$ cat config.mk
export PLATFORM = sky130hd
export DESIGN_NAME = id_of_stage
export DESIGN_NICKNAME = d
export VERILOG_FILES = /design/src/rtl/id_of_stage.sv
export SDC_FILE = /design/constraint.sdc
export NUM_CORES = 2
export LEC_CHECK = 0
export CORE_ASPECT_RATIO = 1.2
export CORE_UTILIZATION = 38
export DETAILED_ROUTE_END_ITERATION = 12
export SLEW_MARGIN = 10
export SYNTH_ARGS = -nofsm -noshare
export SYNTH_HDL_FRONTEND = slang
export SYNTH_SLANG_ARGS = --single-unit
$ cat constraint.sdc
create_clock -name clk -period 5 [get_ports clk]
set_input_delay 1.5 -clock clk [delete_from_list [all_inputs] [get_ports clk]]
set_output_delay 1.5 -clock clk [all_outputs]
set_load 0.005 [all_outputs]
$ cat src/rtl/id_of_stage.sv
// -----------------------------------------------------------------------------
// id_of_stage
//   Instruction-decode / operand-fetch stage. Decodes IR, reads the register
//   file and registers the execute-stage bundle. A RAW hazard against the
//   instruction now in execute makes this stage insert a bubble and raise
//   stall so fetch holds IR/PC_in. A flush kills the instruction in decode.
//
//   Optional macro REGFILE_BYPASS_EN:
//     defined   - a same-cycle write-back to SA/SB is forwarded into A/B.
//     undefined - a same-cycle write-back to a used source stalls one cycle
//                 so the instruction re-reads the updated register.
//
// Ports
//   clk, reset              clock, synchronous active-high reset
//   IR, PC_in               instruction and its PC from fetch
//   flush                   kill the instruction being decoded
//   wb_we, wb_addr, wb_data register-file write-back port
//   A, B, PC                registered operands and PC
//   RW, MW, DA, FS, SH,     registered control bundle for execute
//   BS, PS, MD
//   stall                   combinational fetch hold request
//   illegal                 registered undefined-opcode flag
// -----------------------------------------------------------------------------
module id_of_stage #(
    parameter int NREG = 32,
    parameter int XLEN = 32
) (
    input  logic            clk,
    input  logic            reset,
    input  logic [31:0]     IR,
    input  logic [XLEN-1:0] PC_in,
    input  logic            flush,
    input  logic            wb_we,
    input  logic [4:0]      wb_addr,
    input  logic [XLEN-1:0] wb_data,
    output logic [XLEN-1:0] A,
    output logic [XLEN-1:0] B,
    output logic [XLEN-1:0] PC,
    output logic            RW,
    output logic            MW,
    output logic [4:0]      DA,
    output logic [4:0]      FS,
    output logic [4:0]      SH,
    output logic [1:0]      BS,
    output logic            PS,
    output logic [1:0]      MD,
    output logic            stall,
    output logic            illegal
);

    localparam logic [6:0] OP_NOP = 7'h00;
    localparam logic [6:0] OP_ADD = 7'h02;
    localparam logic [6:0] OP_SUB = 7'h05;
    localparam logic [6:0] OP_AND = 7'h08;
    localparam logic [6:0] OP_LSL = 7'h0D;
    localparam logic [6:0] OP_ADI = 7'h22;
    localparam logic [6:0] OP_LD  = 7'h21;
    localparam logic [6:0] OP_ST  = 7'h01;
    localparam logic [6:0] OP_BZ  = 7'h20;
    localparam logic [6:0] OP_BNZ = 7'h60;
    localparam logic [6:0] OP_JMP = 7'h44;

    typedef enum logic [1:0] {B_ZERO, B_REG, B_ZEXT, B_SEXT} b_src_t;

    // Instruction fields
    logic [6:0]  opcode;
    logic [4:0]  dr, sa, sb;
    logic [14:0] imm;
    assign opcode = IR[31:25];
    assign dr     = IR[24:20];
    assign sa     = IR[19:15];
    assign sb     = IR[14:10];
    assign imm    = IR[14:0];

    // ------------------------------------------------------------------
    // Register file: one register per entry so reset can clear it; entry 0
    // is held at zero so reads of R0 need no special case.
    // ------------------------------------------------------------------
    logic [XLEN-1:0] regs [NREG];

    generate
        for (genvar gi = 0; gi < NREG; gi++) begin : g_reg
            localparam logic [4:0] IDX = 5'(gi);
            if (gi == 0) begin : g_zero
                always_ff @(posedge clk) begin
                    regs[gi] <= '0;
                end
            end else begin : g_rw
                always_ff @(posedge clk) begin
                    if (reset) begin
                        regs[gi] <= '0;
                    end else if (wb_we && (wb_addr == IDX)) begin
                        regs[gi] <= wb_data;
                    end
                end
            end
        end
    endgenerate

    // ------------------------------------------------------------------
    // Decode
    // ------------------------------------------------------------------
    logic       dec_rw, dec_mw, dec_ps, dec_illegal, sa_used, sb_used;
    logic [4:0] dec_fs;
    logic [1:0] dec_bs, dec_md;
    b_src_t     dec_bsrc;

    always_comb begin
        dec_rw      = 1'b0;
        dec_mw      = 1'b0;
        dec_fs      = 5'd0;
        dec_bs      = 2'b00;
        dec_ps      = 1'b0;
        dec_md      = 2'b00;
        dec_bsrc    = B_ZERO;
        dec_illegal = 1'b0;
        sa_used     = 1'b1;
        sb_used     = 1'b0;
        case (opcode)
            OP_NOP: sa_used = 1'b0;
            OP_ADD: begin dec_rw = 1'b1; dec_fs = 5'b00010; dec_bsrc = B_REG; sb_used = 1'b1; end
            OP_SUB: begin dec_rw = 1'b1; dec_fs = 5'b00101; dec_bsrc = B_REG; sb_used = 1'b1; end
            OP_AND: begin dec_rw = 1'b1; dec_fs = 5'b01000; dec_bsrc = B_REG; sb_used = 1'b1; end
            OP_LSL: begin dec_rw = 1'b1; dec_fs = 5'b01101; end
            OP_ADI: begin dec_rw = 1'b1; dec_fs = 5'b00010; dec_bsrc = B_ZEXT; end
            OP_LD:  begin dec_rw = 1'b1; dec_md = 2'b01; end
            OP_ST:  begin dec_mw = 1'b1; dec_bsrc = B_REG; sb_used = 1'b1; end
            OP_BZ:  begin dec_bs = 2'b01; dec_bsrc = B_SEXT; end
            OP_BNZ: begin dec_bs = 2'b01; dec_ps = 1'b1; dec_bsrc = B_SEXT; end
            OP_JMP: begin dec_bs = 2'b10; dec_bsrc = B_SEXT; sa_used = 1'b0; end
            default: begin
                // Undefined opcodes become a bubble and read nothing.
                dec_illegal = 1'b1;
                sa_used     = 1'b0;
            end
        endcase
    end

    // ------------------------------------------------------------------
    // Operand read and write-back interaction
    // ------------------------------------------------------------------
    logic [XLEN-1:0] op_a, op_b;
    logic            wb_stall;

`ifdef REGFILE_BYPASS_EN
    // Write-before-read: the value being written this cycle wins.
    always_comb begin
        op_a     = regs[sa];
        op_b     = regs[sb];
        wb_stall = 1'b0;
        if (wb_we && (wb_addr != 5'd0) && (wb_addr == sa)) op_a = wb_data;
        if (wb_we && (wb_addr != 5'd0) && (wb_addr == sb)) op_b = wb_data;
    end
`else
    // The array returns the pre-write value, so retry after the write lands.
    always_comb begin
        op_a     = regs[sa];
        op_b     = regs[sb];
        wb_stall = wb_we && (wb_addr != 5'd0) &&
                   ((sa_used && (wb_addr == sa)) || (sb_used && (wb_addr == sb)));
    end
`endif

    // ------------------------------------------------------------------
    // Hazard detection against the instruction now in execute
    // ------------------------------------------------------------------
    logic            rw_reg, mw_reg, ps_reg, illegal_reg;
    logic [4:0]      da_reg, fs_reg, sh_reg;
    logic [1:0]      bs_reg, md_reg;
    logic [XLEN-1:0] a_reg, b_reg, pc_reg;
    logic            raw_stall;

    assign raw_stall = rw_reg && (da_reg != 5'd0) &&
                       ((sa_used && (da_reg == sa)) || (sb_used && (da_reg == sb)));
    assign stall     = !reset && !flush && (raw_stall || wb_stall);

    // ------------------------------------------------------------------
    // Next output bundle
    // ------------------------------------------------------------------
    logic            rw_next, mw_next, ps_next, illegal_next;
    logic [4:0]      da_next, fs_next, sh_next;
    logic [1:0]      bs_next, md_next;
    logic [XLEN-1:0] a_next, b_next, pc_next;

    always_comb begin
        rw_next      = 1'b0;
        mw_next      = 1'b0;
        ps_next      = 1'b0;
        illegal_next = 1'b0;
        da_next      = 5'd0;
        fs_next      = 5'd0;
        sh_next      = 5'd0;
        bs_next      = 2'b00;
        md_next      = 2'b00;
        a_next       = '0;
        b_next       = '0;
        pc_next      = '0;
        if (flush || stall) begin
            // bubble
        end else if (dec_illegal) begin
            illegal_next = 1'b1;
        end else begin
            rw_next = dec_rw;
            mw_next = dec_mw;
            ps_next = dec_ps;
            da_next = dec_rw ? dr : 5'd0;
            fs_next = dec_fs;
            sh_next = imm[4:0];
            bs_next = dec_bs;
            md_next = dec_md;
            a_next  = op_a;
            pc_next = PC_in;
            case (dec_bsrc)
                B_REG:   b_next = op_b;
                B_ZEXT:  b_next = {{(XLEN-15){1'b0}}, imm};
                B_SEXT:  b_next = {{(XLEN-15){imm[14]}}, imm};
                default: b_next = '0;
            endcase
        end
    end

    always_ff @(posedge clk) begin
        if (reset) begin
            rw_reg      <= 1'b0;
            mw_reg      <= 1'b0;
            ps_reg      <= 1'b0;
            illegal_reg <= 1'b0;
            da_reg      <= 5'd0;
            fs_reg      <= 5'd0;
            sh_reg      <= 5'd0;
            bs_reg      <= 2'b00;
            md_reg      <= 2'b00;
            a_reg       <= '0;
            b_reg       <= '0;
            pc_reg      <= '0;
        end else begin
            rw_reg      <= rw_next;
            mw_reg      <= mw_next;
            ps_reg      <= ps_next;
            illegal_reg <= illegal_next;
            da_reg      <= da_next;
            fs_reg      <= fs_next;
            sh_reg      <= sh_next;
            bs_reg      <= bs_next;
            md_reg      <= md_next;
            a_reg       <= a_next;
            b_reg       <= b_next;
            pc_reg      <= pc_next;
        end
    end

    assign A       = a_reg;
    assign B       = b_reg;
    assign PC      = pc_reg;
    assign RW      = rw_reg;
    assign MW      = mw_reg;
    assign DA      = da_reg;
    assign FS      = fs_reg;
    assign SH      = sh_reg;
    assign BS      = bs_reg;
    assign PS      = ps_reg;
    assign MD      = md_reg;
    assign illegal = illegal_reg;

endmodule

**Yosys cells after proc, flatten, opt, wreduce, memory -nomap -nowiden**

Memory sizes are Yosys's and may differ from the RTL's. A register that Yosys moved wholly into a read port is not among the register bits.
Cells that the tools add are included.

- Register bits: 87
- Memory bits (writable): 1024
- Bits of input ports: 105
- Word-level logic and storage cells: 290
- Memories: 1

Memories:

| name | words | bits a word | read ports | clocked after memory_dff | wr ports | RTL line | RTL |
|---|---|---|---|---|---|---|---|
| regs | 32 | 32 | 2 | 1 | 32 | 79 | `logic [XLEN-1:0] regs [NREG];` |

- Equality and inequality tests: 48
- Multiplexer cells: 137
- Bitwise gates (word level): 33
- Reduce and logical (&&, ||, !) cells: 60

Operators by type and width:

| kind | count |
|---|---|
| $mux 32 | 31 |
| $mux 1 | 102 |
| $pmux 32 s3 | 1 |
| $eq 5x5->1 const B | 16 |
| $logic_and 1x1->1 | 41 |
| $eq 5x4->1 const B | 8 |
| $or 1x1->1 | 31 |
| $eq 7x6->1 const B | 3 |
| $eq 5x3->1 const B | 4 |
| $eq 5x5->1 | 4 |
| $pmux 4 s4 | 1 |
| $eq 7x4->1 const B | 2 |
| $eq 7x7->1 const B | 2 |
| $reduce_or 11->1 | 1 |
| $eq 5x2->1 const B | 2 |
| $reduce_bool 5->1 | 2 |
| $reduce_or 9->1 | 1 |
| $reduce_or 4->1 | 2 |
| $eq 7x1->1 const B | 1 |
| $eq 7x2->1 const B | 1 |
| $eq 7x3->1 const B | 1 |
| $logic_not 7->1 | 1 |
| $pmux 2 s3 | 1 |
| $reduce_or 2->1 | 3 |
| 9 further kinds | 16 |

**Longest topological paths before layout**

- Depth after elaboration: 10
- Depth in mapped cells: 10

**Worst setup path before layout**

Ideal clock, no wire load.

- Path type: in2out
- Start point: in IR[27]
- End point: out stall
- Data arrival time: 2.785 ns
- Required time: 3.500 ns
- Path slack: 0.715 ns
- Stages: 6
- Buffers on the path: 1
- Cell sequence: buf_2 or3b_1 nor2_1 a21boi_0 o2bb2ai_4 a21boi_0

- Word-level cells in the longest chain between the ends: 8
- Elaborated cells on any way between the ends: 23
- Those cells by class: eq/ne (9); mux (2); reduce/logical (12)

RTL lines:

| element | RTL line | RTL |
|---|---|---|
| start, declared | 30 | `input logic [31:0] IR,` |
| $eq 7x7->1, or another cell as far along | 119 | `case (opcode)` |
| $reduce_or 9->1 (no line) or $reduce_or 4->1 (tied branches) | -- |  |
| $mux 1 | 119 |  |
| $logic_and 1x1->1, on equally long branches | 174, 160 |  |
| $logic_or 1x1->1, on equally long branches | 174, 160 |  |
| $logic_and 1x1->1, on equally long branches | 173, 159 |  |
| $logic_or 1x1->1 (*) | 175 | `assign stall = !reset && !flush && (raw_stall \|\| wb_stall);` |
| $logic_and 1x1->1 (*) | 175 |  |
| end, declared | 47 | `output logic stall,` |

Mark *: on every way between the ends. The rest lies on a longest branch, timed or not.

**Worst setup path in the final report**

- Start point: in wb_addr[0]
- End point: out stall

- Word-level cells in the longest chain between the ends: 6
- Elaborated cells on any way between the ends: 10
- Those cells by class: eq/ne (2); reduce/logical (8)

RTL lines:

| element | RTL line | RTL |
|---|---|---|
| start, declared | 34 | `input logic [4:0] wb_addr,` |
| $eq 5x5->1 | 160 | `((sa_used && (wb_addr == sa)) \|\| (sb_used && (wb_addr == sb)));` |
| $logic_and 1x1->1 | 160 |  |
| $logic_or 1x1->1 | 160 |  |
| $logic_and 1x1->1 (*) | 159 | `wb_stall = wb_we && (wb_addr != 5'd0) &&` |
| $logic_or 1x1->1 (*) | 175 |  |
| $logic_and 1x1->1 (*) | 175 |  |

Marks and branches as above.

==> impl_metrics.env <==
export IMPL_final_area_um2=66130
export IMPL_cap_viol_max_count=0
export IMPL_antenna_found_initial=23
export IMPL_die_width_um=355.0
export IMPL_clkSinkCount=1108
export IMPL_met2_usage_pct=44.72
export IMPL_top_register="regs"
export IMPL_cts_tree="done"
export IMPL_fmax_mhz=206.0
export IMPL_clk_pin_slew_ns=0.06
export IMPL_tightest_slew_ns=1.202
export IMPL_crit_type="in -> out"
export IMPL_synth_edf_count=992
export IMPL_gp_congestion=0.8850
export IMPL_start_util_pct=38.24
export IMPL_fin_crit_ns=4.854
export IMPL_clk_insertion_delay_late_ns=0.76
export IMPL_min_path_type="reg -> reg"
export IMPL_regArea_um2=32110
export IMPL_drt_wl_total_um=198100
export IMPL_vias=36110
export IMPL_instances_no_fill=6052
export IMPL_seqPwrFrac_pct=48.9
export IMPL_cellLeakagePower_nw=22.38
export IMPL_grt_ovfl_total=0
export IMPL_numPortBuffers=222
export IMPL_critPathLaunch="wb_addr[0]"
export IMPL_viasPerCell=5.967
export IMPL_grt_pass1_wl_um=279400
export IMPL_finalCritPeriodShare_pct=97.08
export IMPL_dp_cells=5832
export IMPL_syn_inst=3836
export IMPL_synth_ff_type="edfxtp_1"
export IMPL_holdWs_ns=0.8727
export IMPL_grt_pass1_vias=36990
export IMPL_first_pass_iters=5
export IMPL_core_um2=148600
export IMPL_sw_frac_of_total_pct=24.18
export IMPL_comb_power_share_pct=10.9
export IMPL_drtAntennaViolNets=0
export IMPL_syn_area_um2=56810
export IMPL_drtIter0Drc=4141
export IMPL_rsz0062_at_grt="false"
export IMPL_yosysTopAreaCellShare_pct=52.44
export IMPL_p_int_mw=16.73
export IMPL_worstPathRequired_ns=3.50
export IMPL_ys_types=57
export IMPL_cts_root_buf="clkbuf_16"
export IMPL_slew_viol_final=0
export IMPL_critPathLaunchType="primary input"
export IMPL_pre_cts_ws_ns=-0.2237
export IMPL_fp_row_count=155
export IMPL_ir_drop_mv=0.2819
export IMPL_final_setup_worst_slack_ns=0.1459
export IMPL_final_common_cell="and2_1"
export IMPL_routedWlPerCell_um=32.74
export IMPL_layout_common_cells="and2_1, edfxtp_1, mux4_2"
export IMPL_grt_max_degree=121
export IMPL_cts_buffers=112
export IMPL_critPathMaxFanout=3
export IMPL_final_setup_viol_count=0
export IMPL_p_clk_share_pct=40.2
export IMPL_largest_reg_flops=992
export IMPL_avgSynthCellArea_um2=14.81
export IMPL_fin_nets=4089
export IMPL_cts_setup_buffers=0
export IMPL_cts_buffer_depth=3
export IMPL_grt_busiest_layer="met2"
export IMPL_fillers=13170
export IMPL_use_met3_pct=4.972
export IMPL_outcome="finished clean"
export IMPL_p_sw_mw=5.333
export IMPL_seq_area_frac_synth_pct=56.53
export IMPL_slew_headroom_pct=19.87
export IMPL_final_setup_tns_ns=0
export IMPL_grt_use_total_pct=26.15
export IMPL_synthToLayoutAreaGrowth_pct=16.42
export IMPL_r2r_start="DA[2]"
export IMPL_io_pins=225
export IMPL_yosys_warnings=0
export IMPL_cp_arrival_ns=3.35
export IMPL_die_h_um=425.5
export IMPL_multiInputGateArea_um2=23550
export IMPL_h_tree_depth=3
export IMPL_hold_viol_final=0
export IMPL_ys_ff_latch=1108
export IMPL_dieArea_um2=151000
export IMPL_worstHoldStart="regs[1][19]"
export IMPL_synth_area_leaders="edfxtp_1, mux4_2, and2_1"
export IMPL_layout_drive_gt1_share_pct=26.81
export IMPL_worstSetupEndpointType="primary output"
export IMPL_p_per_area_nw_per_um2=333.6
export IMPL_gr_usage_met1_pct=31.78
export IMPL_yosys_area_top_type="edfxtp_1"
export IMPL_finClkSkew_ns=0.03205
export IMPL_hpwl_um=124300
export IMPL_drc=0
export IMPL_dpl_cell_area_um2=62280
export IMPL_synthArstFlopShare_pct=0
export IMPL_cts_hold_buf=0
final timing paths:
kind | endpoint | slack (ns) | cells past startpoint
worst max-delay path | stall | 0.15 | 7
worst max register to register | A[0] | 2.16 | 9
worst min register to register | B[19] | 0.87 | 4
worst min-delay path | B[19] | 0.87 | 4
area by class of cell:
class / count / area share [%]
Sequential cell: 1108 / 48.55
Multi-Input combinational cell: 2322 / 35.61
Timing Repair Buffer: 439 / 6.319
Clock buffer: 142 / 4.544
Tap cell: 1962 / 3.712
Clock inverter: 69 / 1.218
Antenna cell: 9 / 0.03405
Inverter: 1 / 0.005676
metal layers:
| layer | wire length, um | vias to the layer above |
|---|---|---|
| met1 | 72730 | 18860 |
| met2 | 99010 | 1910 |
| met5 | 90 | - |
| li1 | - | 14860 |
| met3 | 16180 | 475 |
| met4 | 10130 | 14 |
synth_stat cells (27+ instances only):
master    number
nand3_1       37
mux2i_1       35
nor2_1        83
edfxtp_1     992
a22o_1        34
nor3_1        38
o21bai_1      27
mux2_2        95
mux4_2       482
o21ai_0       67
buf_2         78
nand2_1       63
a21oi_1       38
and2_1      1006
and2_4        30
clkbuf_1     287
dfxtp_1      116
nor2b_1       53
a22oi_1       71
a221oi_1      30
worst max-delay path, stage by stage:
cell and delay, ns:
clkdlybuf4s50_1 0.50, or4_4 0.58, o21ai_2 0.18, nor4_2 0.09
o21ai_4 0.13, a21boi_0 0.09, dlygate4sd2_1 0.28
power groups by stage:
stage                     sequential (mW)  combinational, mW  clock (mW)
after floorplan                      10.9               1.51           0
after global placement               10.9               2.38           0
after detailed placement             11.0               2.40           0
after CTS                            10.8               2.41        8.96
after global routing                 10.8               2.52        9.27
final                                10.8               2.41        8.86
stage by stage:
step | power [mW] | util [%]
after floorplan | 12.39 | -
after global placement | 13.33 | 41.93
after detailed placement | 13.37 | 41.93
after CTS | 22.14 | 44.50
after global routing | 22.61 | 44.51
final | 22.06 | 44.52
cells by family after synthesis:
| logic type | after synthesis | synth area share, % |
|---|---|---|
| XOR/XNOR | 20 | 0.3084 |
| AND/OR/NAND/NOR | 1346 | 14.21 |
| multiplexers | 612 | 21.61 |
| other | 1 | 0.006601 |
| flip-flops | 1108 | 56.53 |
| AO/OA/AOI/OAI | 342 | 4.251 |
| buffers and inverters | 407 | 3.086 |
what timing repair did:
item | 4_1_cts | 5_1_grt
gates resized for setup | 4 | 0
hold endpoints to repair | 0 | 0
setup endpoints to repair | 1 | 0
(Power assumes the default switching activity.)
